$ cat config.mk
export PLATFORM = sky130hd
export DESIGN_NAME = wb_arbiter_2m
export DESIGN_NICKNAME = d
export VERILOG_FILES = /design/src/rtl/wb_arbiter_2m.sv
export SDC_FILE = /design/constraint.sdc
export NUM_CORES = 1
export LEC_CHECK = 0
export CELL_PAD_IN_SITES_DETAIL_PLACEMENT = 0
export CELL_PAD_IN_SITES_GLOBAL_PLACEMENT = 1
export CORE_MARGIN = 4
export CORE_UTILIZATION = 16
export DETAILED_ROUTE_END_ITERATION = 12
export PLACE_DENSITY_LB_ADDON = 0.1
export SYNTH_ARGS = -nofsm -noshare
export SYNTH_HDL_FRONTEND = slang
export SYNTH_SLANG_ARGS = --single-unit
$ cat constraint.sdc
create_clock -name clk_bus -period 2.5 [get_ports clk_bus]
set_clock_uncertainty 0.2 [all_clocks]
set_input_delay 0.5 -clock clk_bus [delete_from_list [all_inputs] [get_ports clk_bus]]
set_output_delay 0.5 -clock clk_bus [all_outputs]
set_load 0.05 [all_outputs]
$ cat src/rtl/wb_arbiter_2m.sv
// Two-master classic Wishbone arbiter: round-robin grant held for a whole cyc, plus a
// stall timeout that answers err so a silent slave cannot hang the CPU.
module wb_arbiter_2m #(
    parameter int unsigned ADDR_WIDTH = 32,
    parameter int unsigned DATA_WIDTH = 32,
    parameter int unsigned TIMEOUT    = 255
) (
    input  logic                      clk_bus,
    input  logic                      rst_bus,
    input  logic [2*ADDR_WIDTH-1:0]   m_adr_i,
    input  logic [2*DATA_WIDTH-1:0]   m_dat_i,
    input  logic [2*DATA_WIDTH/8-1:0] m_sel_i,
    input  logic [1:0]                m_we_i,
    input  logic [1:0]                m_cyc_i,
    input  logic [1:0]                m_stb_i,
    output logic [DATA_WIDTH-1:0]     m_dat_o,
    output logic [1:0]                m_ack_o,
    output logic [1:0]                m_err_o,
    output logic [ADDR_WIDTH-1:0]     s_adr_o,
    output logic [DATA_WIDTH-1:0]     s_dat_o,
    output logic [DATA_WIDTH/8-1:0]   s_sel_o,
    output logic                      s_we_o,
    output logic                      s_cyc_o,
    output logic                      s_stb_o,
    input  logic [DATA_WIDTH-1:0]     s_dat_i,
    input  logic                      s_ack_i,
    input  logic                      s_err_i,
    output logic                      gnt_o
);

    localparam int unsigned SelW = DATA_WIDTH / 8;
    localparam int unsigned CntW = (TIMEOUT > 0) ? $clog2(TIMEOUT + 1) : 1;
    // Abort fires on the stalled cycle that would bring the count up to TIMEOUT.
    localparam logic [CntW-1:0] CntLast = CntW'((TIMEOUT > 0) ? TIMEOUT - 1 : 0);

    typedef enum logic {StIdle, StBusy} state_e;

    state_e          r_state, w_state_d;
    logic            r_gnt, w_gnt_d;
    logic            r_last_gnt, w_last_gnt_d;
    logic [CntW-1:0] r_cnt, w_cnt_d;

    logic [1:0] w_req;
    logic       w_busy, w_cyc, w_stall, w_abort, w_winner;

    always_comb begin
        w_req    = m_cyc_i & m_stb_i;
        w_busy   = (r_state == StBusy);
        w_cyc    = w_busy & m_cyc_i[r_gnt];
        w_stall  = w_cyc & m_stb_i[r_gnt] & ~s_ack_i & ~s_err_i;
        w_abort  = (TIMEOUT != 0) && w_stall && (r_cnt == CntLast);
        w_winner = (&w_req) ? ~r_last_gnt : w_req[1];
    end

    // Slave side: nothing leaves the arbiter unless a grant is live.
    always_comb begin
        s_adr_o = '0;
        s_dat_o = '0;
        s_sel_o = '0;
        s_we_o  = 1'b0;
        s_cyc_o = w_cyc;
        s_stb_o = w_cyc & m_stb_i[r_gnt] & ~w_abort;
        if (w_busy) begin
            s_adr_o = r_gnt ? m_adr_i[2*ADDR_WIDTH-1:ADDR_WIDTH] : m_adr_i[ADDR_WIDTH-1:0];
            s_dat_o = r_gnt ? m_dat_i[2*DATA_WIDTH-1:DATA_WIDTH] : m_dat_i[DATA_WIDTH-1:0];
            s_sel_o = r_gnt ? m_sel_i[2*SelW-1:SelW] : m_sel_i[SelW-1:0];
            s_we_o  = m_we_i[r_gnt];
        end
    end

    // Responses reach only the owner, and only while it still holds cyc (drops late acks).
    always_comb begin
        m_ack_o = 2'b00;
        m_err_o = 2'b00;
        if (w_cyc) begin
            m_ack_o[r_gnt] = s_ack_i & ~s_err_i;
            m_err_o[r_gnt] = s_err_i | w_abort;
        end
    end

    assign m_dat_o = s_dat_i;
    assign gnt_o   = r_gnt;

    always_comb begin
        w_state_d    = r_state;
        w_gnt_d      = r_gnt;
        w_last_gnt_d = r_last_gnt;
        unique case (r_state)
            StIdle: begin
                if (|w_req) begin
                    w_state_d    = StBusy;
                    w_gnt_d      = w_winner;
                    w_last_gnt_d = w_winner;
                end
            end
            StBusy: begin
                if (!m_cyc_i[r_gnt]) begin
                    w_state_d = StIdle;
                end
            end
            default: w_state_d = StIdle;
        endcase
    end

    always_comb begin
        w_cnt_d = '0;
        if ((TIMEOUT != 0) && w_stall && !w_abort) begin
            w_cnt_d = r_cnt + 1'b1;
        end
    end

    always_ff @(posedge clk_bus) begin
        if (!rst_bus) begin
            r_state    <= StIdle;
            r_gnt      <= 1'b0;
            r_last_gnt <= 1'b1;
            r_cnt      <= '0;
        end else begin
            r_state    <= w_state_d;
            r_gnt      <= w_gnt_d;
            r_last_gnt <= w_last_gnt_d;
            r_cnt      <= w_cnt_d;
        end
    end

endmodule
; Word-level counts from Yosys, hierarchy flattened
; Index checks and enable logic that the tools add are counted.
; Widths: inputs -> output; s select.
[classes]
add_sub_neg = 1
n_mux = 21
n_bitwise = 15
n_eq_ne = 1
div = 0
reduce_logical = 8
order_cmp = 2
shifts = 0
multipliers = 0
[op_table]
columns = cell, count
row1 = $mux 32, 4
row2 = $mux 1, 11
row3 = $add 8x1->8 const B, 1
row4 = $eq 8x8->1 const B, 1
row5 = $mux 4, 2
row6 = $and 1x1->1, 6
row7 = $and 2x2->2, 3
row8 = $reduce_and 2->1, 3
row9 = $not 1->1, 5
row10 = $mux 2, 2
row11 = $logic_and 1x1->1, 3
row12 = $lt 1x2->1 const B, 1
row13 = $pmux 1 s2, 1
row14 = $reduce_or 2->1, 1
row15 = $demux 1 s1, 1
row16 = $ge 1x1->1 const B, 1
row17 = $logic_not 1->1, 1
row18 = $or 1x1->1, 1
[word_totals]
elab_cells = 52
mem_count = 0
latch_bits = 0
mem_bits_rw = 0
reg_bits = 11
romBits = 0

; Logic depth before layout (Yosys ltp)
; Gate-level depths: netlist of the first run.
[depth]
word_depth = 10
depth_mapped = 6
depth_no_buf = 5

; Worst setup path after synthesis of the first run
; No wires, ideal clock.
[synth_timing]
path_type = register to output
from = reg r_gnt, in the netlist gnt_o
to = out m_err_o[1]
arrival_ns = 2.022
setup_slack_ns = -0.222
path_buffers = 2
path_stages_with_launch = 5
path_cell_list = dfxtp_1 buf_4 buf_2 nand3_1 a21oi_1
[synth_between]
elab_chain_len = 10
word_cells_on_any_way = 17
cone_classes = order compare: 2 / mux: 7 / bitwise: 6 / reduce/logical: 2
[synth_lines]
columns = element, line
row1 = start: declaration, 39  ; logic r_gnt, w_gnt_d;
row2 = start signal: assignment, 120  ; r_gnt <= w_gnt_d;
row3 = $mux 1 (implied by the code) (2 in series), 49  ; w_cyc = w_busy & m_cyc_i[r_gnt];
row4 = $and 1x1->1, 49
row5 = $and 1x1->1 (3 in series), 50  ; w_stall = w_cyc & m_stb_i[r_gnt] & ~s_ack_i & ~s_err_i;
row6 = $logic_and 1x1->1, 51  ; w_abort = (TIMEOUT != 0) && w_stall && (r_cnt == CntLast);
row7 = $or 1x1->1, 77  ; m_err_o[r_gnt] = s_err_i | w_abort;
row8 = $and 2x2->2 (no source line), --
row9 = $mux 2 (*), 75  ; if (w_cyc) begin
row10 = end: declaration, 18  ; output logic [1:0] m_err_o,
; Every way passes the cells marked *; elsewhere a longest branch is shown, timed or not. The select of a mux whose other input is x is not followed.

; Worst setup path after layout of the first run
[layout_timing]
from = in m_cyc_i[1]
to = out m_err_o[1]
[layout_between]
elab_chain_len = 10
[layout_lines]
columns = element, line
row1 = start: declaration, 14  ; input logic [1:0] m_cyc_i,
row2 = $mux 1 (implied by the code) (*) (2 in series), 49
row3 = $and 1x1->1 (*), 49
row4 = $and 1x1->1 (3 in series), 50
row5 = $logic_and 1x1->1, 51
row6 = $or 1x1->1, 77
row7 = $and 2x2->2 (no source line), --
row8 = $mux 2 (*), 75
; Marked as above.

==> flow_summary.ini, run 1 <==
[run_status]
status = completed

[logic_synthesis]
ys_warn_count = 0
syn_area_per_cell_um2 = 8.00
synthDistinctLibCells = 31
synth_ff_type = dfxtp_1
synth-xor-area-share_pct = 1.28
postSynthCellCount = 256
ys_ff_latch = 11
synth_top_family_by_area = multiplexers
syn-num-nets = 436
synth_edf_count = 0
async_reset_ff_share_pct = 0
synthSimpleGateAreaFrac_pct = 29.0
synth.cell_area_um2 = 2050
ys_seq_area_share_pct = 10.8
synth_fa_ha_area_share_pct = 1.22
synth_compound_area_share_pct = 6.54
muxShareOfSynthArea_pct = 34.2

[route]
drc = 0
viasPerCell = 4.02
wire_per_inst_um = 15.5
first_iter_violations = 45
drtPass1Iterations = 4
antenna_left = 0
wl_um = 9540
via_count = 2470

[cells_and_area]
layout-drive-gt1-share_pct = 37.8
area_growth_pct = 158
register_area_um2 = 225
nets = 623
n_antenna_cell = 0
multi_input_area_um2 = 1680
fill_cells = 1223

[floorplanning]
core_area_um2 = 12600
die_height_um = 121
rows = 41
dieWidth_um = 121
ios = 286
die-area_um2 = 14700
start_util_pct = 16.3

[timing]
fin_crit_sh_pct = 97.6
report.final.hold_viol_count = 0
slew_viol_final = 0
setup_viol = 0
fin_crit_ps = 2440
whs_ps = 325
rsz0062_at_grt = false
slew_headroom_pct = 70.6
worstMarginPinSlew_ps = 440
max_freq_mhz = 410

[power_and_ir_drop]
peakVddDrop_uv = 183
power_w = 0.00156
p_leak_nw = 1.87
power.density_nw_per_um2 = 295

[critical_path]
reg2reg_depth = 4
critPathMaxStageDelay_ps = 480
critPathSlowestCell = clkdlybuf4s50_1
crit_fanout = 2
crit_buf_inv = 2
path_cells = clkdlybuf4s50_1 > and4_4 > o2111ai_4 > a21oi_2 > buf_12
startpoint_type = input port
reg2reg_slack_ps = 880
cp-end-kind = output pin
crit_arrival_ps = 1740
r2r-end = r_cnt[7]
cp_top_family = buffers and inverters
critical_path_class = in2out
crit_required_ps = 1800
r2r-start = gnt_o

[clock_tree]
insertion_delay_ps = 240
cts.sinks = 11
postCtsSetupBuffers = 0
cts_buffer_depth = 2
cts_tree = yes
cts_buffers = 3
hold_buffers = 0
cts-root-buf = clkbuf_16
h-tree-depth = 1
clk_pin_slew_ps = 40

[global_route]
grt_use_met1_pct = 12.8
grt.busiest_layer = met2
grt_pass1_vias = 2632
globalRouteOverflowTotal = 0
grt_max_degree = 40
met3_usage_pct = 4.24
antenna_found_initial = 0
global_route.usage.met2_pct = 24.3
grt_pass1_wl_um = 14400
grt_usage_pct = 12.6

[hold_path]
hold_class = reg2reg
hp-start = r_cnt[5]
worstHoldPathCells = 2
min_to = r_cnt[5]

[placed_design]
gp_congestion = 0.730
portBuffers = 221
post-dp-hpwl_um = 8240

[run]
drv_cap = 0
[cell type report]
cell class / count / share of cell area [%]
Sequential cell: 11 / 4.26
Timing Repair Buffer: 231 / 58.1
Inverter: 4 / 0.284
Tap cell: 172 / 4.07
Clock buffer: 4 / 1.49
Multi-Input combinational cell: 192 / 31.8
[synth_stat cells (all sizes together), types with 4 or more instances]
cell type	count	area, µm²
nor2	4	15.0
a21oi	5	25.0
o21ai	4	20.0
inv	4	15.0
nand2	5	18.8
buf	42	308
nor2b	70	438
clkbuf	7	26.3
nor3	7	35.0
mux2i	70	701
nand3	4	20.0
dfxtp	11	220
[flip-flops by register name, summed over array words and instances (netlist names)]
name,flops
r_state,1
r_last_gnt,1
r_cnt,8
gnt_o,1
[worst min-delay path, cell delays in order, from the launching register on]
cell	delay, ps
dfxtp_1	320
o21ai_0	90
a211oi_2	60
[cell usage in the layout, fill, tap and decap left out, types with 2 or more instances in the layout]
cell / n
nand3_1: 4
a21oi_2: 3
or3_1: 2
nor3_1: 7
buf_12: 78
xor2_1: 2
o21ai_0: 4
inv_1: 4
ha_1: 2
dlygate4sd2_1: 2
buf_4: 8
clkdlybuf4s50_1: 142
a211oi_2: 2
nor2b_2: 67
nor2_1: 3
dfxtp_1: 9
a21oi_1: 2
clkbuf_16: 3
nor2b_1: 3
nand2_1: 5
mux2i_1: 70
[layer usage]
metal | part of all wire (%) | wire [µm]
met5 | 0 | 0
met4 | 1.7 | 161
met3 | 8.3 | 792
met2 | 57 | 5430
met1 | 33 | 3150
[through the flow]
step	std cells	area, µm²	worst slack [ps]	util [%]	setup TNS [ps]
6_report	614	5290	59.0	42.1	0
5_1_grt	614	5290	8.35	42.1	0
4_1_cts	614	5270	8.58	41.9	0
3_5_place_dp	610	5190	-65.3	41.3	-129
3_3_place_gp	610	5190	-51.2	41.3	-95.2
2_1_floorplan	256	2230	11.9	-	0
[kinds of logic (layout without fill, tap and decap cells)]
family                   Yosys count  in the layout
XOR/XNOR                           3              3
AND/OR/NAND/NOR                   99             99
AO/OA/AOI/OAI                     18             18
adder cells (fa/ha/maj)            2              2
flip-flops                        11             11
buffers and inverters             53            239
multiplexers                      70             70
[worst max-delay path by stage]
stage | endpoint | slack, ps | cells past startpoint | startpoint
finish | m_err_o[1] | 60 | 5 | m_cyc_i[1]
global route | m_err_o[1] | 8 | 5 | m_cyc_i[1]
CTS | m_err_o[1] | 9 | 5 | m_cyc_i[1]
detailed placement | m_err_o[1] | -70 | 5 | m_stb_i[0]
global placement | m_err_o[1] | -50 | 5 | m_stb_i[0]
floorplan | m_ack_o[0] | 10 | 4 | gnt_o
[where the power goes]
part	total, W	internal [W]	switching [W]
clock	0.000295	0.000214	0.0000805
combinational	0.00108	0.000593	0.000488
sequential	0.000185	0.000180	0.00000537
total	0.00156	0.000988	0.000573
[what timing repair did]
| action | in CTS | in global routing |
|---|---|---|
| resized for setup | 3 | 3 |
| pin swaps | 5 | 2 |
| setup endpoints to repair | 2 | 2 |
No activity file was read; power rests on OpenSTA's default activity.
==> inputs of run 2 (changes only) <==
--- a/config.mk
+++ b/config.mk
@@ -8,7 +8,7 @@
 export CELL_PAD_IN_SITES_DETAIL_PLACEMENT = 0
 export CELL_PAD_IN_SITES_GLOBAL_PLACEMENT = 1
 export CORE_MARGIN = 4
-export CORE_UTILIZATION = 16
+export CORE_UTILIZATION = 15
 export DETAILED_ROUTE_END_ITERATION = 12
 export PLACE_DENSITY_LB_ADDON = 0.1
 export SYNTH_ARGS = -nofsm -noshare
==> constraint.sdc (replaced) <==
create_clock -name clk_bus -period 2.25 [get_ports clk_bus]
set_clock_uncertainty 0.2 [all_clocks]
set_input_delay 0.45 -clock clk_bus [delete_from_list [all_inputs] [get_ports clk_bus]]
set_output_delay 0.45 -clock clk_bus [all_outputs]
set_load 0.05 [all_outputs]
==> flow_summary.ini, run 2 (synthesis results as in run 1) <==
[critical_path]
cp-end-kind = output pin
critical_path_class = reg2out
crit_arrival_ps = 1520
startpoint_type = flip-flop
reg2reg_depth = 4
crit_fanout = 11
crit_required_ps = 1600

[cells_and_area]
final_cell_area_um2 = 5880
largest_reg_flops = 8
mostFrequentLayoutCells = clkdlybuf4s50_1 (141), buf_12 (77), nor2b_4 (67), mux2i_1 (55), buf_4 (19)
fill_cells = 1277
final_common_cell = clkdlybuf4s50_1
nets = 637
area_growth_pct = 187
layout-drive-gt1-share_pct = 44.1
fin_util_pct = 44.2
regMostFlops = r_cnt
n_antenna_cell = 0

[hold_path]
worstHoldPathCells = 2
hold_class = reg2reg

[floorplanning]
dieWidth_um = 125
start_util_pct = 15.4
die-area_um2 = 15600
rows = 42
die_height_um = 125
ios = 286
core_area_um2 = 13300

[power_and_ir_drop]
power_w = 0.00192
seqPwrFrac_pct = 10.9
p_sw_share_pct = 37.2
peakVddDrop_uv = 206
clkPwrFrac_pct = 17.1
power.density_nw_per_um2 = 326
combPwrFrac_pct = 72.0
power.internal_w = 0.00120
p_switching_w = 0.000714
p_leak_nw = 2.09

[clock_tree]
cts_tree = yes
h-tree-depth = 1
cts_buffer_depth = 2
cts_buffers = 3
insertion_delay_ps = 240
cts.sinks = 11
hold_buffers = 0
cts-root-buf = clkbuf_16
clk_pin_slew_ps = 40

[global_route]
grt_pass1_wl_um = 15200
grt_pass1_vias = 2832
globalRouteOverflowTotal = 0
grt_max_degree = 69
grt_usage_pct = 12.1
antenna_found_initial = 0

[timing]
slew_viol_final = 0
fin_crit_sh_pct = 96.6
worstMarginPinSlew_ps = 465
max_freq_mhz = 460
rsz0062_at_grt = false
setup_viol = 0
slew_headroom_pct = 68.9
fin_crit_ps = 2170
report.final.hold_viol_count = 0

[placed_design]
placed_cell_area_um2 = 5610
portBuffers = 221
post-dp-hpwl_um = 8500
gp_congestion = 0.750

[route]
wire_per_inst_um = 16.5
drc = 0
drtPass1Iterations = 4
antenna_left = 0
viasPerCell = 4.06
wl_um = 10500
first_iter_violations = 60
via_count = 2567

[run]
drv_cap = 0

[run_status]
status = completed
## run 2: changes by cell type in the layout (fill, tap and decap cells not counted), moves of 3 or more
| cell | before | now |
|---|---|---|
| buf_4 | 8 | 19 |
| nor2b_1 | 3 | 0 |
| nor2b_4 | 0 | 67 |
| nor2b_2 | 67 | 3 |
| mux2i_1 | 70 | 55 |
| mux2i_4 | 0 | 4 |
| mux2i_2 | 0 | 11 |
## run 2: worst paths after layout
| check | from | to | slack, ps |
|---|---|---|---|
| worst min-delay path | r_cnt[5] | r_cnt[5] | 330 |
| worst max-delay path | gnt_o | s_adr_o[18] | 80 |
| worst min register to register | r_cnt[5] | r_cnt[5] | 330 |
| worst max register to register | gnt_o | r_cnt[7] | 600 |
## run 2: per-layer routing
metal,global-route usage [%],part of all wire [%],up-vias
met3,5.40,9.7,14
met4,2.81,1.3,0
met5,0,0,-
met1,12.0,34,1201
met2,22.9,55,109
li1,-,-,1243
## run 2: power groups by stage
stage / registers, W / logic (W) / clock network, W
floorplan: 0.000211 / 0.000811 / 0
global placement: 0.000210 / 0.00133 / 0
detailed placement: 0.000210 / 0.00134 / 0
CTS: 0.000207 / 0.00135 / 0.000338
global route: 0.000210 / 0.00144 / 0.000348
finish: 0.000209 / 0.00138 / 0.000328
## run 2: cell type report
class	count	area, µm²	share of cell area (%)
clock buffer	3	75.1	1.28
clock inverter	1	5.00	0.0851
inverter	4	15.0	0.255
multi-input combinational	192	2130	36.3
sequential	11	225	3.83
tap	176	220	3.74
timing repair buffer	245	3210	54.5
## run 2: worst max-delay path: stages, from the launching register on
cell,delay (ps)
dfxtp_4,400
buf_12,170
buf_4,190
mux2i_1,290
nor2b_4,70
buf_12,150
## run 2: per-stage QoR
stage / hold WS [ps] / worst slack, ps / instances / setup TNS, ps
floorplan: 290 / -193 / 256 / -193
global placement: 314 / -198 / 623 / -381
detailed placement: 323 / -205 / 623 / -422
CTS: 330 / -3.15 / 627 / -3.15
global route: 340 / 15.9 / 632 / 0
finish: 330 / 76.5 / 632 / 0
## run 2: what timing repair did
action                                 CTS  global route
setup endpoints to repair               27            32
setup buffers                            0             3
gates cloned                             0             2
resized for setup                       12            17
pin swaps                                4             0
endpoints found under the hold margin    0             0
